### src/rtl/bpsk_mapper.sv
// BPSK mapper: one +/-sin carrier symbol per counter period,
// bits taken over a valid/ready handshake with a one-deep buffer.
module bpsk_mapper #(
  parameter int NUM   = 16,
  parameter int WIDTH = 8
) (
  input  logic                     clk_sig,
  input  logic                     reset_sig,
  input  logic [$clog2(NUM)-1:0]   counter_sig,
  input  logic                     bit_valid,
  input  logic                     bit_data,
  output logic                     bit_ready,
  output logic signed [WIDTH-1:0]  sample_sig,
  output logic                     sample_valid,
  output logic                     sym_start
);

  localparam int CW  = $clog2(NUM);
  localparam int AMP = 2**(WIDTH-1) - 1;

  function automatic logic signed [WIDTH-1:0] lut_val(input int k);
    real r;
    int  v;
    r = real'(AMP) *
        $sin(2.0 * 3.14159265358979 * real'(k) / real'(NUM));
    if (r >= 0.0) v = $rtoi(r + 0.5);
    else          v = -$rtoi(0.5 - r);
    lut_val = v[WIDTH-1:0];
  endfunction

  logic signed [WIDTH-1:0] lut [NUM];

  for (genvar g = 0; g < NUM; g++) begin : g_lut
    localparam logic signed [WIDTH-1:0] LV = lut_val(g);
    assign lut[g] = LV;
  end

  typedef enum logic {IDLE, RUN} state_e;

  state_e                  state_q, state_d;
  logic                    cur_bit_q, cur_bit_d;
  logic                    pend_full_q, pend_full_d;
  logic                    pend_bit_q, pend_bit_d;
  logic signed [WIDTH-1:0] sample_q, sample_d;
  logic                    valid_q, valid_d;
  logic                    start_q, start_d;

  logic boundary;
  logic hs;

  assign bit_ready = !pend_full_q && !reset_sig;
  assign hs        = bit_valid && bit_ready;
  assign boundary  = counter_sig == CW'(NUM - 1);

  // Symbol selection only at the wrap keeps every symbol phase-aligned
  always_comb begin
    state_d     = state_q;
    cur_bit_d   = cur_bit_q;
    pend_full_d = pend_full_q;
    pend_bit_d  = pend_bit_q;
    unique case (1'b1)
      boundary && pend_full_q: begin
        cur_bit_d   = pend_bit_q;
        pend_full_d = 1'b0;
        state_d     = RUN;
      end
      boundary && hs: begin
        cur_bit_d = bit_data;
        state_d   = RUN;
      end
      boundary && !pend_full_q && !hs: begin
        state_d = IDLE;
      end
      !boundary && hs: begin
        pend_bit_d  = bit_data;
        pend_full_d = 1'b1;
      end
      default: ;
    endcase
  end

  always_comb begin
    sample_d = '0;
    valid_d  = 1'b0;
    start_d  = 1'b0;
    if (state_q == RUN) begin
      sample_d = cur_bit_q ? -lut[counter_sig] : lut[counter_sig];
      valid_d  = 1'b1;
      start_d  = counter_sig == '0;
    end
  end

  always_ff @(posedge clk_sig) begin
    if (reset_sig) begin
      state_q     <= IDLE;
      cur_bit_q   <= 1'b0;
      pend_full_q <= 1'b0;
      pend_bit_q  <= 1'b0;
      sample_q    <= '0;
      valid_q     <= 1'b0;
      start_q     <= 1'b0;
    end else begin
      state_q     <= state_d;
      cur_bit_q   <= cur_bit_d;
      pend_full_q <= pend_full_d;
      pend_bit_q  <= pend_bit_d;
      sample_q    <= sample_d;
      valid_q     <= valid_d;
      start_q     <= start_d;
    end
  end

  assign sample_sig   = sample_q;
  assign sample_valid = valid_q;
  assign sym_start    = start_q;

endmodule

### config.mk
export PLATFORM = sky130hd
export DESIGN_NAME = bpsk_mapper
export DESIGN_NICKNAME = d
export VERILOG_FILES = /design/src/rtl/bpsk_mapper.sv
export SDC_FILE = /design/constraint.sdc
export NUM_CORES = 1
export LEC_CHECK = 0
export CORE_ASPECT_RATIO = 0.75
export CORE_MARGIN = 3
export CORE_UTILIZATION = 51
export DETAILED_ROUTE_END_ITERATION = 7
export PLACE_DENSITY = 0.78
export SLEW_MARGIN = 20
export SYNTH_ARGS = -nofsm -noshare
export SYNTH_HDL_FRONTEND = slang
export SYNTH_SLANG_ARGS = --single-unit
export TNS_END_PERCENT = 1
### constraint.sdc
create_clock -name clk_sig -period 2.56 [get_ports clk_sig]
set_input_delay 0.512 -clock clk_sig [delete_from_list [all_inputs] [get_ports clk_sig]]
set_output_delay 0.512 -clock clk_sig [all_outputs]
set_load 0.02 [all_outputs]
==> results by group, run 1 <==
Yosys
  – Ys async rst share: 0%
  – Complex-gate fraction of the synthesized area: 22.8%
  – Top_reg_cell synth: dfxtp_1
  – Synth area leader: dfxtp_1
  – Most common cell in the netlist: nor2_1
  – Flop and latch count out of synthesis: 14
  – Yosys cell types: 45
  – Top-area cell type share of the netlist area: a little over a quarter
  – Mean Syn Cell Area: 8.26 um2
  – Adder-cell share of the synthesized area: between 9 and 10%
  – Post-Synth Simple-Gate Area: 26.3%
  – Synthesized Nets: 142
  – Sequential fraction of the synthesis area: 26.9%
  – Post-synth top cells: 15 x nor2_1, 14 x dfxtp_1, 9 x inv_1, 8 x ha_1
  – YS warnings: 0
  – Largest family of logic cells by synthesized area: simple AND/OR/NAND/NOR gates
  – Mux contribution to synthesized area: between 7 and 8%
  – Post-synth EDFFs: 0
  – XOR/XNOR Fraction of Synth Area: 0%
  – Synth top area cells: dfxtp_1 27%, ha_1 9.6%, mux2i_1 5.8%
  – Cell count after synthesis: approximately 130
  – Mapped Area: 0.00104 mm2

Power and ir drop
  – Power, Total: 527 uW
  – IR drop worst, VDD: 0.366 mV
  – P per Cell Area: approximately 380 mW/mm2
  – LEAKAGE: 0.593 nW

CTS
  – # hold bufs at CTS: 0
  – CTS Root Cell: clkbuf_4
  – Clock Tree Buf Depth: 2
  – Reg clk slew, reported paths: 0.09 ns
  – CTS Buf Count: 3
  – Post-CTS Setup Bufs: 0
  – Clock Latency Late Sink: roughly 0.29 ns
  – Sink Count: 14
  – CTS-repair resized insts: 0
  – H-Tree Depth: 1
  – TritonCTS clock tree: done

Job
  – Max-Cap Viols: 0

Setup path
  – WP data arrival: between 2 and 3 ns
  – CP Launch Type: input port
  – R2R Path End: sample_sig[7]$_SDFF_PP0_
  – Reg-to-Reg Start: state_q$_SDFFE_PP0P_
  – Element type at the critical path end: flop
  – Worst reg-to-reg setup slack: ~1.1 ns
  – Critical Path Fanout Max: 6
  – CP Class: input port to flop
  – Req. time, crit path: approximately 2.8 ns
  – Reg2Reg Depth: 5

Worst hold path
  – Hold path cells: 2
  – Hold Crit Class: flop to flop
  – Hold Path Origin: pend_bit_q$_SDFFE_PP0P_
  – Hold EP: pend_bit_q$_SDFFE_PP0P_

Floorplanning
  – Core area: 0.00182 mm2
  – Die width: 58.2 um
  – Die Span Y: 45.1 um
  – Initial core utilization: between 50% and 60%
  – Die area: 0.00262 mm2
  – Ports: 19
  – FP Rows: 13

STA
  – RSZ-0062 raised after global routing: no
  – Worst Skew: approximately 0.0076 ns
  – Worst Setup Slack, final: 0.182 ns
  – Minimum clock period: between 2 and 2.5 ns
  – Measured slew at the worst slew-check pin: 0.501 ns
  – Final hold violation count: 0
  – Fmax: ~0.42 GHz
  – Fin. max-slew vios: 0
  – Period utilisation layout: 92.9%
  – Setup TNS: 0 ns
  – Slew margin rel.: 66.6%
  – Final setup violation count: 0

Global route
  – GRT Util Overall: 24.7%
  – Initial antenna violation count: 0
  – Global-route wire length before repair: 4.91 mm
  – Pin count of the biggest net entering global routing: 12
  – Vias in the first global route: 1096
  – Gr ovfl total: 0

Finish
  – Non-filler cells, final: between 150 and 200
  – Diodes inserted: 0
  – Final-stage net count: 177
  – Fillcell total: approximately 140
  – P&R area growth vs syn: 32.6%
  – Layout cells sized above 1: 15.0%

Detailed routing
  – Routed WL: ~3 mm
  – Wirelength per Cell: 16.2 um
  – First drt pass iteration count: 4
  – Total number of vias: 1106
  – DRC Markers: 0
  – Initial DRC Count: 62
  – Via density per instance: around 6.1
  – Post-DRT Antenna Nets: 0

Status
  – Outcome: finished clean

Placement
  – GPL Wtd Cong: 0.945
  – Post-DP HPWL: 2.35 mm
  – Worst slack, placed: -0.109 ns
  – PortBufs: 18
  – Placed cells: 178
flip-flops by register name, indices dropped and copies added (netlist names):
| signal | flops |
|---|---|
| state_q | 1 |
| sym_start | 1 |
| sample_sig | 8 |
| pend_bit_q | 1 |
| sample_valid | 1 |
| pend_full_q | 1 |
| cur_bit_q | 1 |
cell type report:
cell class | instances | area, um2 | share of cell area (%)
well taps | 22 | 27.5 | 1.99
multi-input cells | 98 | 694 | 50.3
clock buffers | 4 | 36.3 | 2.63
inverters | 9 | 33.8 | 2.45
repair buffers | 35 | 308 | 22.3
flip-flops and latches | 14 | 280 | 20.3
placed cells by master, fill, tap and decap left out, types with 4 or more instances in the layout:
cell type        count
dfxtp_1             14
a21oi_1              4
ha_1                 8
clkdlybuf4s50_1     18
buf_4               17
nor3_1               4
nand2_1              6
nor2_1              15
mux2i_1              6
inv_1                9
nand2b_1             4
and2_1               4
logic make-up after synthesis:
kind of cell	after synthesis
and+or+nand+nor	51
AOI/OAI and AO/OA	32
muxes	7
buffers and inverters	14
DFF	14
adders and majority gates	8
stage by stage:
step | hold slack [ns] | instance area, um2 | utilization [%]
after floorplan | 0.463 | 1040 | -
after global placement | 0.481 | 1340 | 73.8
after detailed placement | 0.497 | 1340 | 73.8
after CTS | 0.519 | 1380 | 75.8
after global routing | 0.571 | 1380 | 75.8
final | 0.516 | 1380 | 75.8
worst max path at each step:
stage,startpoint,end,slack (ns),cells past startpoint
after detailed placement,counter_sig[1],sample_sig[4]$_SDFF_PP0_,-0.11,9
after global placement,counter_sig[1],sample_sig[4]$_SDFF_PP0_,-0.03,9
after global routing,counter_sig[1],sample_sig[4]$_SDFF_PP0_,0.03,9
after floorplan,counter_sig[0],sample_sig[6]$_SDFF_PP0_,0.61,9
after CTS,counter_sig[1],sample_sig[4]$_SDFF_PP0_,0.19,9
final,counter_sig[1],sample_sig[4]$_SDFF_PP0_,0.18,9
power breakdown:
part | switching, mW | internal [mW]
logic | 0.0743 | 0.0661
clock network | 0.0735 | 0.0867
registers | 0.00381 | 0.222
per-layer routing:
metal / share of wire, % / up-vias / track usage, %
met4: 0.91 / 0 / 6.48
met5: 0 / - / 0
met3: 6.0 / 5 / 6.86
met1: 44 / 523 / 30.7
met2: 49 / 45 / 42.6
li1: - / 533 / -
worst max-delay path, stage by stage:
cell,delay [ns]
clkdlybuf4s50_1,0.58
inv_1,0.14
ha_1,0.26
nand2_1,0.11
a21o_1,0.13
ha_1,0.21
o21ai_1,0.12
o31ai_1,0.32
mux2i_1,0.21
No activity file was read; power rests on OpenSTA's default activity.
==> run 2: changes to the inputs <==
ABC_CLOCK_PERIOD_IN_PS = 2560   (was unset)
CORE_UTILIZATION = 54   (was 51)
CTS_BUF_LIST = sky130_fd_sc_hd__clkbuf_8   (was unset)
PLACE_DENSITY = 0.82   (was 0.78)
==> run 2 against run 1 <==
Clock skew is 0.0025 ns lower; die area shrank 4.9%; sequential share of layout area down 0.52 points; global-route usage is 5.3 points higher; setup slack worse by 0.058 ns; maximum frequency shrank 2.4%; largest cell class unchanged; power grew 12%; wire length grew 14%; cell area rose by 2.6%.
==> results by group, run 2 (same netlist as run 1, synthesis figures left out) <==
Floorplanning
  – FP Rows: 13 (unchanged)
  – Die area: 0.00250 mm2 (-4.9%)
  – Initial core utilization: 58.7% (+1.6 points)
  – Die width: 56.7 um (-2.5%)
  – Core area: 0.00177 mm2 (-2.7%)
  – Ports: 19 (unchanged)
  – Die Span Y: 44.0 um (-2.4%)

Global route
  – GRT Util Overall: 30.1% (+5.3 points)
  – Vias in the first global route: 1225 (+12%)
  – Gr ovfl total: 0 (unchanged)
  – Global-route wire length before repair: 5.80 mm (+18%)
  – Initial antenna violation count: 0 (unchanged)
  – Pin count of the biggest net entering global routing: 12 (unchanged)

Power and ir drop
  – P per Cell Area: 417 mW/mm2 (+9.4%)
  – LEAKAGE: 0.619 nW (+4.4%)
  – IR drop worst, VDD: 0.349 mV (-4.7%)

STA
  – Fin. max-slew vios: 0 (unchanged)
  – Final setup violation count: 0 (unchanged)
  – Period utilisation layout: 95.2% (+2.3 points)
  – Worst Skew: 0.00504 ns (-0.00254 ns)
  – Measured slew at the worst slew-check pin: 0.508 ns (+0.00763 ns)
  – Minimum clock period: 2.44 ns (+0.0578 ns)
  – Final hold violation count: 0 (unchanged)
  – Fmax: 0.411 GHz (-2.4%)
  – RSZ-0062 raised after global routing: no
  – Setup TNS: 0 ns (unchanged)
  – Slew margin rel.: 65.2% (-1.4 points)

Finish
  – Final-stage net count: 179 (+1.1%)
  – Diodes inserted: 0 (unchanged)
  – Commonest non-fill, non-tap cell in the layout: buf_4
  – End-of-flow core utilization: 79.9% (+4.1 points)
  – P&R area growth vs syn: 36.1%
  – Layout cells sized above 1: 16.0% (+1.0 points)
  – Max reg flops: 8 (unchanged)
  – Non-filler cells, final: 184 (+1.1%)
  – Most frequent cells in the layout: 19 x buf_4, 17 x clkdlybuf4s50_1, 15 x nor2_1

Setup path
  – Max stage delay cell, worst path: clkdlybuf4s50_1
  – Cell Chain, Critical Path: clkdlybuf4s50_1 -> inv_1 -> ha_1 -> nor2_1 -> a21o_1 -> ha_1 -> o21ai_1 -> or3_1 -> o211ai_1
  – Req. time, crit path: 2.74 ns (-0.05 ns)
  – CP Class: input port to flop
  – CP Launch Type: input port
  – Slowest Stage Delay on Critical Path: 0.48 ns (-0.10 ns)
  – WP data arrival: 2.61 ns (about the same)
  – Element type at the critical path end: flop
  – Critical Path Fanout Max: 5 (-1)
  – Worst reg-to-reg setup slack: 0.99 ns (-0.12 ns)
  – Critical path's most frequent cell: ha_1

Detailed routing
  – First drt pass iteration count: 6 (+2)
  – Post-DRT Antenna Nets: 0 (unchanged)
  – Total number of vias: 1243 (+12%)
  – Wirelength per Cell: 18.3 um (+12%)
  – Routed WL: 3.36 mm (+14%)
  – DRC Markers: 0 (unchanged)
  – Via density per instance: 6.76 (+11%)
  – Initial DRC Count: 133 (+110%)

CTS
  – Post-CTS Setup Bufs: 0 (unchanged)
  – TritonCTS clock tree: done
  – # hold bufs at CTS: 0 (unchanged)
  – Clock Tree Buf Depth: 2 (unchanged)
  – H-Tree Depth: 1 (unchanged)
  – CTS Buf Count: 3 (unchanged)
  – Clock Latency Late Sink: 0.25 ns (-0.04 ns)
  – Reg clk slew, reported paths: 0.06 ns (-0.03 ns)
  – Sink Count: 14 (unchanged)
  – CTS Root Cell: clkbuf_8

Worst hold path
  – Hold Crit Class: flop to flop

Placement
  – Post-DP HPWL: 2.38 mm (+1.5%)
  – GPL Wtd Cong: 0.922 (-2.5%)
  – Placed cells: 180 (+1.1%)
  – PortBufs: 18 (unchanged)

Job
  – Max-Cap Viols: 0 (unchanged)

Status
  – Outcome: finished clean
## run 2: repair_timing
item | CTS | global route
setup endpoints to repair | 0 | 4
gates resized for setup | 0 | 2
hold endpoints to repair | 0 | 0
## run 2: report_power, final
group	internal, mW	switching (mW)	leakage, nW
registers	0.223	0.00443	0.113
logic	0.0684	0.0799	0.477
clock network	0.136	0.0795	0.0288
## run 2: path summary, 6_finish.rpt
check                          startpoint                        to  cells past startpoint
hold reg to reg   pend_bit_q$_SDFFE_PP0P_   pend_bit_q$_SDFFE_PP0P_                      2
setup / recovery           counter_sig[0]  sample_sig[6]$_SDFF_PP0_                      9
setup reg to reg   cur_bit_q$_SDFFE_PP0P_  sample_sig[7]$_SDFF_PP0_                      4
hold / removal    pend_bit_q$_SDFFE_PP0P_   pend_bit_q$_SDFFE_PP0P_                      2
## run 2: per-stage QoR
stage / setup slack, ns / total power, mW / area (um2) / hold WS [ns]
2_1_floorplan: 0.608 / 0.307 / 1040 / 0.463
3_3_place_gp: 0.0772 / 0.364 / 1360 / 0.477
3_5_place_dp: -0.139 / 0.370 / 1360 / 0.497
4_1_cts: 0.100 / 0.584 / 1410 / 0.580
5_1_grt: 0.0134 / 0.614 / 1420 / 0.589
6_report: 0.124 / 0.591 / 1420 / 0.602
## run 2: final cells by class
class | instances | area [um2]
clock buffer | 4 | 55.1
fill | 108 | 357
inverter | 9 | 33.8
multi-input combinational | 98 | 694
sequential | 14 | 280
tap | 22 | 27.5
timing repair buffer | 37 | 325
## run 2: worst max-delay path, delay by kind of cell
kind	cells	cell delay, ns
buffers and inverters	2	0.59
AOI/OAI and AO/OA	3	0.51
and+or+nand+nor	2	0.53
adders and majority gates	2	0.48
## run 2: per-layer routing
metal	wire (um)	up-vias	part of all wire [%]	GRT usage (%)
met4	199	0	5.9	12.8
met5	0	-	0	0
li1	-	536	-	-
met3	417	46	12	9.62
met1	1270	554	38	37.6
met2	1480	107	44	48.4
==> run 3: changes to the inputs <==
CELL_PAD_IN_SITES_DETAIL_PLACEMENT = 0   (was unset)
CELL_PAD_IN_SITES_GLOBAL_PLACEMENT = 2   (was unset)
CORE_UTILIZATION = 31   (was 54)
PLACE_DENSITY = 0.85   (was 0.82)
SLEW_MARGIN = 25   (was 20)
==> run 3 against run 2 <==
Sequential share of layout area shrank 0.22 points; largest cell class unchanged; wire length shrank 21%; clock skew shrank 0.0031 ns; die area grew 64%; first-iteration DRC count shrank 1.5%; critical path type unchanged; sequential power is essentially flat; power shrank 8.5%; core utilization shrank 33 points; flip-flop and latch count is the same; highest routed layer unchanged; non-clock buffer count shrank 1; critical path depth is the same.
==> results by group, run 3 (same netlist as run 1, synthesis figures left out) <==
Finish
  – Layout cells sized above 1: 15.6% (-0.42 points)
  – P&R area growth vs syn: 37.6%
  – Max reg flops: 8 (unchanged)
  – Non-filler cells, final: 198 (+7.6%)
  – Diodes inserted: 0 (unchanged)
  – Most frequent cells in the layout: 18 x clkdlybuf4s50_1, 17 x buf_4, 15 x nor2_1
  – Final-stage net count: 178 (-0.56%)
  – Commonest non-fill, non-tap cell in the layout: clkdlybuf4s50_1
  – Fin area: 0.00143 mm2 (+1.1%)
  – Fillcell total: 303 (+180%)

Job
  – Max-Cap Viols: 0 (unchanged)

Placement
  – GPL Wtd Cong: 0.908 (-1.5%)
  – Placed cells: 195 (+8.3%)
  – PortBufs: 18 (unchanged)
  – Post-DP HPWL: 2.15 mm (-9.7%)
  – Placed cell area: 0.00138 mm2 (+1.8%)

Power and ir drop
  – Power, Total: 541 uW (-8.5%)
  – P per Cell Area: 378 mW/mm2 (-9.5%)
  – Sequential power share: 41.8% (+3.4 points)
  – Switching Share: 27.1% (-0.66 points)
  – Logic gate share of total power: 25.7% (+0.6 points)
  – IR drop worst, VDD: 0.233 mV (-33%)
  – Pint: 395 uW (-7.7%)
  – LEAKAGE: 0.603 nW (-2.7%)
  – Switching pwr: 146 uW (-11%)
  – Clock network fraction of total power: 32.4% (-4.1 points)

CTS
  – CTS-repair resized insts: 0 (unchanged)
  – Post-CTS Setup Bufs: 0 (unchanged)
  – # hold bufs at CTS: 0 (unchanged)
  – TritonCTS clock tree: done
  – CTS Buf Count: 3 (unchanged)
  – CTS Root Cell: clkbuf_8
  – H-Tree Depth: 1 (unchanged)
  – Reg clk slew, reported paths: 0.05 ns (about the same)
  – Clock Latency Late Sink: 0.24 ns (about the same)
  – Clock Tree Buf Depth: 2 (unchanged)
  – Sink Count: 14 (unchanged)

Detailed routing
  – Post-DRT Antenna Nets: 0 (unchanged)
  – Routed WL: 2.64 mm (-21%)
  – Initial DRC Count: 131 (-1.5%)
  – First drt pass iteration count: 4 (-2)
  – Wirelength per Cell: 13.3 um (-27%)
  – Via density per instance: 5.35 (-21%)
  – Total number of vias: 1059 (-15%)
  – DRC Markers: 0 (unchanged)

Floorplanning
  – Ports: 19 (unchanged)
  – Initial core utilization: 34.0% (-25 points)
  – FP Rows: 17 (+4)
  – Die width: 72.9 um (+29%)
  – Die area: 0.00410 mm2 (+64%)
  – Core area: 0.00306 mm2 (+73%)
  – Die Span Y: 56.2 um (+28%)

STA
  – Min Hold Slack: 0.497 ns (-0.105 ns)
  – Final hold violation count: 0 (unchanged)
  – Final setup violation count: 0 (unchanged)
  – Fin. max-slew vios: 0 (unchanged)
  – Slew margin rel.: 73.3% (+8.0 points)
  – Period utilisation layout: 93.1% (-2.0 points)
  – Fmax: 0.419 GHz (+2.2%)
  – Minimum clock period: 2.38 ns (-0.0514 ns)
  – Worst Skew: 0.00194 ns (-0.00311 ns)
  – Measured slew at the worst slew-check pin: 0.398 ns (-0.110 ns)
  – Setup TNS: 0 ns (unchanged)

Worst hold path
  – Hold path cells: 2 (unchanged)
  – Hold EP: pend_bit_q$_SDFFE_PP0P_
  – Hold Crit Class: flop to flop
  – Hold Path Origin: pend_bit_q$_SDFFE_PP0P_

Setup path
  – Critical path's most frequent cell: ha_1
  – Reg-to-Reg Start: cur_bit_q$_SDFFE_PP0P_
  – Reg2Reg Depth: 4 (unchanged)
  – CP startpoint: counter_sig[1]
  – R2R Path End: sample_sig[7]$_SDFF_PP0_
  – Req. time, crit path: 2.73 ns (about the same)
  – Element type at the critical path end: flop
  – CP Class: input port to flop
  – Worst reg-to-reg setup slack: 1.14 ns (+0.15 ns)
  – Max stage delay cell, worst path: clkdlybuf4s50_1
  – Critical Path Fanout Max: 5 (unchanged)
  – WP data arrival: 2.55 ns (-0.06 ns)
  – Slowest Stage Delay on Critical Path: 0.56 ns (+0.08 ns)
  – Cell Chain, Critical Path: clkdlybuf4s50_1 -> inv_1 -> ha_1 -> nand2_1 -> a21o_1 -> ha_1 -> o21ai_1 -> or3_1 -> o211ai_1
  – CP Launch Type: input port

Global route
  – GRT Util Overall: 13.6% (-16 points)
  – GRT Max-Usage Layer: met1
  – Vias in the first global route: 921 (-25%)
  – Global-route wire length before repair: 4.38 mm (-24%)
  – GR Layer Usage met3: 5.05% (-4.6 points)
  – Pin count of the biggest net entering global routing: 17 (+5)
  – Gr ovfl total: 0 (unchanged)
  – Initial antenna violation count: 0 (unchanged)
  – Grt met1 use: 21.1% (-16 points)
  – Grt met2 use: 17.9% (-31 points)

Status
  – Outcome: finished clean
## run 3: cell types whose count changed in the layout (fill, tap and decap cells not counted), sizes merged
cell and change:
buf -1, clkbuf -1, clkdlybuf4s50 +1, dlymetal6s2s -1
## run 3: worst max path at each step
stage	slack, ns	endpoint	depth (start not counted)
final	0.18	sample_sig[6]$_SDFF_PP0_	9
after global routing	-0.0005	sample_sig[6]$_SDFF_PP0_	9
after CTS	0.14	sample_sig[6]$_SDFF_PP0_	9
after detailed placement	-0.13	sample_sig[6]$_SDFF_PP0_	9
after global placement	-0.04	sample_sig[6]$_SDFF_PP0_	9
after floorplan	0.61	sample_sig[6]$_SDFF_PP0_	9
## run 3: routing by layer
layer	wire length, um	vias up
met1	1400	491
met5	0	-
met3	175	2
met4	7	0
li1	-	531
met2	1060	35
## run 3: power by group through the flow
stage | Sequential (mW) | Clock, mW | Combinational, mW
2_1_floorplan | 0.231 | 0 | 0.0759
3_3_place_gp | 0.231 | 0 | 0.137
3_5_place_dp | 0.231 | 0 | 0.136
4_1_cts | 0.226 | 0.183 | 0.137
5_1_grt | 0.227 | 0.195 | 0.152
6_report | 0.226 | 0.175 | 0.139
## run 3: layout make-up
class / instances / area (um2) / share of cell area [%]
Multi-Input combinational cell: 98 / 702 / 49.0
Timing Repair Buffer: 36 / 328 / 22.9
Sequential cell: 14 / 280 / 19.6
Tap cell: 38 / 47.5 / 3.32
Clock buffer: 3 / 41.3 / 2.88
Inverter: 9 / 33.8 / 2.36
## run 3: worst max-delay path: cells and delay by family
family	cells	cell delay, ns
fa+ha+maj	2	0.46
compound gates	3	0.44
buf+inv	2	0.69
simple gates	2	0.44
## run 3: through the flow
stage / setup slack (ns) / utilization, %
2_1_floorplan: 0.608 / -
3_3_place_gp: -0.0433 / 45.2
3_5_place_dp: -0.133 / 45.2
4_1_cts: 0.137 / 46.5
5_1_grt: -0.000522 / 46.8
6_report: 0.175 / 46.8
==> RTL change 1 (settings of run 2) <==
Reset style: asynchronous (`reset_sig`), changed in one clocked block.
--- a/src/rtl/bpsk_mapper.sv
+++ b/src/rtl/bpsk_mapper.sv
@@ -90,7 +90,7 @@
     end
   end
 
-  always_ff @(posedge clk_sig) begin
+  always_ff @(posedge clk_sig or posedge reset_sig) begin
     if (reset_sig) begin
       state_q     <= IDLE;
       cur_bit_q   <= 1'b0;
Behaviour: differs if reset_sig is asserted again (counterexample within 4 cycles, from zero or initial values and one cycle with reset_sig high); with reset_sig held inactive, the same outputs for 10 cycles.
==> RTL change 1 against run 2 <==
- final area is 6.8% lower
- worst setup slack worse by 0.085 ns
- count of clock-buffer cells in the layout is the same
- non-clock buffer count is 1 lower
- routed wire length down 25%
- fmax down 3.4%
- sequential cell count is the same
- area after synthesis decreased by 8.9%
Power is not compared: it rests on default switching activity, and its combinational part moved more than twofold at a synthesized area within 25%.
==> RTL change 1: results (changes against run 2) <==
| Metric | Value |
|---|---|
| First-pass detailed-route iteration total | 4 (was 6) |
| DR WL/cell | 16.4 µm (was 18.3 µm) |
| PnR worst setup slack | 0.0387 ns (was 0.124 ns) |
| Vias in the first global route | 763 (was 1225) |
| Global-route wire length before repair | 3.57 mm (was 5.80 mm) |
| Unique masters post-synth | 34 (was 45) |
| Via/cell ratio | 5.55 (was 6.76) |
| Final net count | 149 (was 179) |
| Worst-path fanout max | 3 (was 5) |
| Worst Clk Skew | 0.00931 ns (was 0.00504 ns) |
| Outcome | complete, no violations (unchanged) |
| Largest net degree at the start of global routing | 15 (was 12) |
| Area share of fa/ha/maj cells after synthesis | 10.6% (was 9.62%) |
| FF-to-FF End | sample_sig[4] (was sample_sig[7]) |
| Actual slew at the worst max-slew pin | 0.556 ns (was 0.508 ns) |
| Gp weighted congestion | 0.856 (was 0.922) |
| Final WL | 2.51 mm (was 3.36 mm) |
| Fill cell count | 94 (was 108) |
| Share of layout cells above drive strength 1 | 22.7% (was 16.0%) |
| CP peak stage delay | 0.42 ns (was 0.48 ns) |
| Mux cell area share after synthesis | 5.67% (was 7.93%) |
| Dpl cell area | 1250 µm² (was 1360 µm²) |
| Sequential share of the synthesized area | 36.9% (was 26.9%) |
| Pre-CTS setup slack | -0.223 ns (was -0.139 ns) |
| Hpwl dp | 1.62 mm (was 2.38 mm) |
| Most instantiated cells after synthesis | dfrtp_1 (14), and2_1 (8), ha_1 (8), inv_1 (7), nor2_1 (7) (was nor2_1 (15), dfxtp_1 (14), inv_1 (9), ha_1 (8)) |
| Compound-Gate Fraction of Synth Area | 13.7% (was 22.8%) |
[RTL change 1: changes by cell type in the layout (fill, tap and decap cells not counted), moves of 3 or more]
cell / before / now
dfrtp_1: 0 / 14
dfxtp_1: 14 / 0
nor2_1: 15 / 6
xnor2_1: 0 / 5
and2_1: 4 / 8
mux2i_1: 6 / 2
a21oi_1: 4 / 1
nor3_1: 4 / 1
o211ai_1: 3 / 0
o21a_1: 3 / 0
[RTL change 1: final cells by class]
| cell class | count | area, µm² | share of cell area, % |
|---|---|---|---|
| clock buffers | 4 | 55.1 | 4.17 |
| inverters | 7 | 26.3 | 1.99 |
| multi-input cells | 71 | 547 | 41.4 |
| flip-flops and latches | 14 | 350 | 26.5 |
| well taps | 21 | 26.3 | 1.99 |
| repair buffers | 36 | 315 | 23.9 |
[RTL change 1: per-layer routing]
metal / GRT usage, % / part of all wire, % / vias up
met5: 0 / 0 / -
met4: 7.46 / 1.4 / 0
met3: 7.83 / 5.9 / 4
met2: 34.1 / 50 / 36
met1: 28.6 / 42 / 412
li1: - / - / 397
[RTL change 1: worst min-delay path by stage]
stage,start,endpoint,cells past startpoint,slack [ns]
4_1_cts,pend_bit_q,pend_bit_q,1,0.55
3_3_place_gp,pend_bit_q,pend_bit_q,1,0.51
6_report,pend_bit_q,pend_bit_q,1,0.54
2_1_floorplan,state_q,sample_valid,0,0.37
5_1_grt,pend_bit_q,pend_bit_q,1,0.59
3_5_place_dp,pend_bit_q,pend_bit_q,1,0.53
[RTL change 1: worst max-delay path: cells and delay by family]
family / cells / cell delay, ns
buf+inv: 4 / 0.72
fa+ha+maj: 2 / 0.35
compound gates: 2 / 0.47
xor+xnor: 1 / 0.11
simple gates: 3 / 0.51
==> RTL change 2 (flow settings as in run 2) <==
Without the edit above. Set the parameter `NUM` to 32 (it was 16).
--- a/src/rtl/bpsk_mapper.sv
+++ b/src/rtl/bpsk_mapper.sv
@@ -1,7 +1,7 @@
 // BPSK mapper: one +/-sin carrier symbol per counter period,
 // bits taken over a valid/ready handshake with a one-deep buffer.
 module bpsk_mapper #(
-  parameter int NUM   = 16,
+  parameter int NUM   = 32,
   parameter int WIDTH = 8
 ) (
   input  logic                     clk_sig,
Interface: changed (resized counter_sig); port bits go from 19 to 20. No check against the original RTL was run, so the function may have changed too.
==> RTL change 2 against run 2 <==
- area after synthesis rose by 6.1%
- final cell count rose by 11%
- count of clock-buffer cells in the layout did not move
- critical path type unchanged
- power rose by 15%
- routed wire length rose by 25%
- worst setup slack got worse by 0.031 ns
- sequential cell count did not move
- clock skew fell by 0.00080 ns
- die area rose by 5.4%
- final area rose by 16%
==> RTL change 2: results (changes against run 2) <==
| Metric | Value |
|---|---|
| Gp weighted congestion | 0.876 (was 0.922) |
| GRT Total Usage | 35.2% (was 30.1%) |
| DR WL/cell | 20.5 µm (was 18.3 µm) |
| Sequential share of the synthesized area | 25.4% (was 26.9%) |
| Mux cell area share after synthesis | 11.4% (was 7.93%) |
| Area share of fa/ha/maj cells after synthesis | 10.2% (was 9.62%) |
| Worst Clk Skew | 0.00424 ns (was 0.00504 ns) |
| Root buf cell | clkbuf_8 (unchanged) |
| Met2 wire length | 1.96 mm (was 1.48 mm) |
| FF-to-FF End | cur_bit_q (was sample_sig[7]) |
| Largest cells by area after synthesis | dfxtp_1 (25%), ha_1 (10%), mux2i_1 (6.3%) (was dfxtp_1 (27%), ha_1 (9.6%), mux2i_1 (5.8%)) |
| Unique masters post-synth | 43 (was 45) |
| Peak VDD IR | 0.469 mV (was 0.349 mV) |
| Largest net degree at the start of global routing | 13 (was 12) |
| Share of layout cells above drive strength 1 | 31.9% (was 16.0%) |
| LEAKAGE | 0.717 nW (was 0.619 nW) |
| M1 wire length | 1.58 mm (was 1.27 mm) |
| Worst-path fanout max | 4 (was 5) |
| Met3 Track Usage GR | 10.6% (was 9.62%) |
| Reg-to-reg critical path startpoint | pend_full_q (was cur_bit_q) |
| Xor and xnor area share after synthesis | 7.13% (was 0%) |
| Worst slew margin | 69.5% (was 65.2%) |
| PnR worst setup slack | 0.0930 ns (was 0.124 ns) |
| Psw | 209 µW (was 164 µW) |
| Via/cell ratio | 6.59 (was 6.76) |
| Initial antenna violation count | 0 (unchanged) |
| Worst R2R Setup Slack | 1.41 ns (was 0.99 ns) |
| Syn nets | 151 (was 142) |
| Port buffer count | 19 (was 18) |
| Met2 usage | 56.5% (was 48.4%) |
| Hpwl dp | 2.49 mm (was 2.38 mm) |
| Most instantiated cells after synthesis | nor2_1 (15), dfxtp_1 (14), nand2_1 (10), ha_1 (9), mux2i_1 (7) (was nor2_1 (15), dfxtp_1 (14), inv_1 (9), ha_1 (8)) |
| Critical path's slowest cell | or3b_1 (was clkdlybuf4s50_1) |
| DR WL met3 | 441 µm (was 417 µm) |
| CP peak stage delay | 0.39 ns (was 0.48 ns) |
| Met1 Usage GRT | 41.1% (was 37.6%) |
| Dpl cell area | 1510 µm² (was 1360 µm²) |
| Post-Syn Instances | 133 (was 126) |
| Share of flip-flops with an asynchronous set or reset | 0% (unchanged) |
| Outcome | complete, no violations (unchanged) |
| Crit-path leading delay family | compound AO/OA/AOI/OAI gates (was buffers and inverters) |
| Pre-CTS setup slack | -0.465 ns (was -0.139 ns) |
| First-pass detailed-route iteration total | 5 (was 6) |
| Net Sw Frac | 30.7% (was 27.7%) |
| Worst path arrival time | 2.60 ns (was 2.61 ns) |
| Global-route wire length before repair | 6.80 mm (was 5.80 mm) |
| Gate power share | 34.9% (was 25.1%) |
[RTL change 2: repair_timing]
item,in CTS,in global routing
pin swaps,3,1
endpoints found under the setup margin,6,7
setup buffers,2,0
resized for setup,13,7
[RTL change 2: area by class of cell]
class	count	area (µm²)	area share [%]
clock buffer	4	55.1	3.34
inverter	6	22.5	1.37
multi-input combinational	104	806	48.9
sequential	14	280	17.0
tap	22	27.5	1.67
timing repair buffer	54	455	27.7
[RTL change 2: worst max-delay path by stage]
stage	start	end	cells after the start
2_1_floorplan	counter_sig[1]	sample_sig[7]	9
3_3_place_gp	counter_sig[0]	sample_sig[7]	9
3_5_place_dp	counter_sig[0]	sample_sig[6]	11
4_1_cts	counter_sig[2]	sample_sig[6]	10
5_1_grt	counter_sig[0]	sample_sig[6]	12
6_report	counter_sig[0]	sample_sig[7]	10
[RTL change 2: worst register-to-register path, cell delays in order, from the launching register on]
cell and delay, ns:
dfxtp_1 0.35, nor4b_1 0.34, a21oi_1 0.09, o22ai_1 0.20, nor2_1 0.06
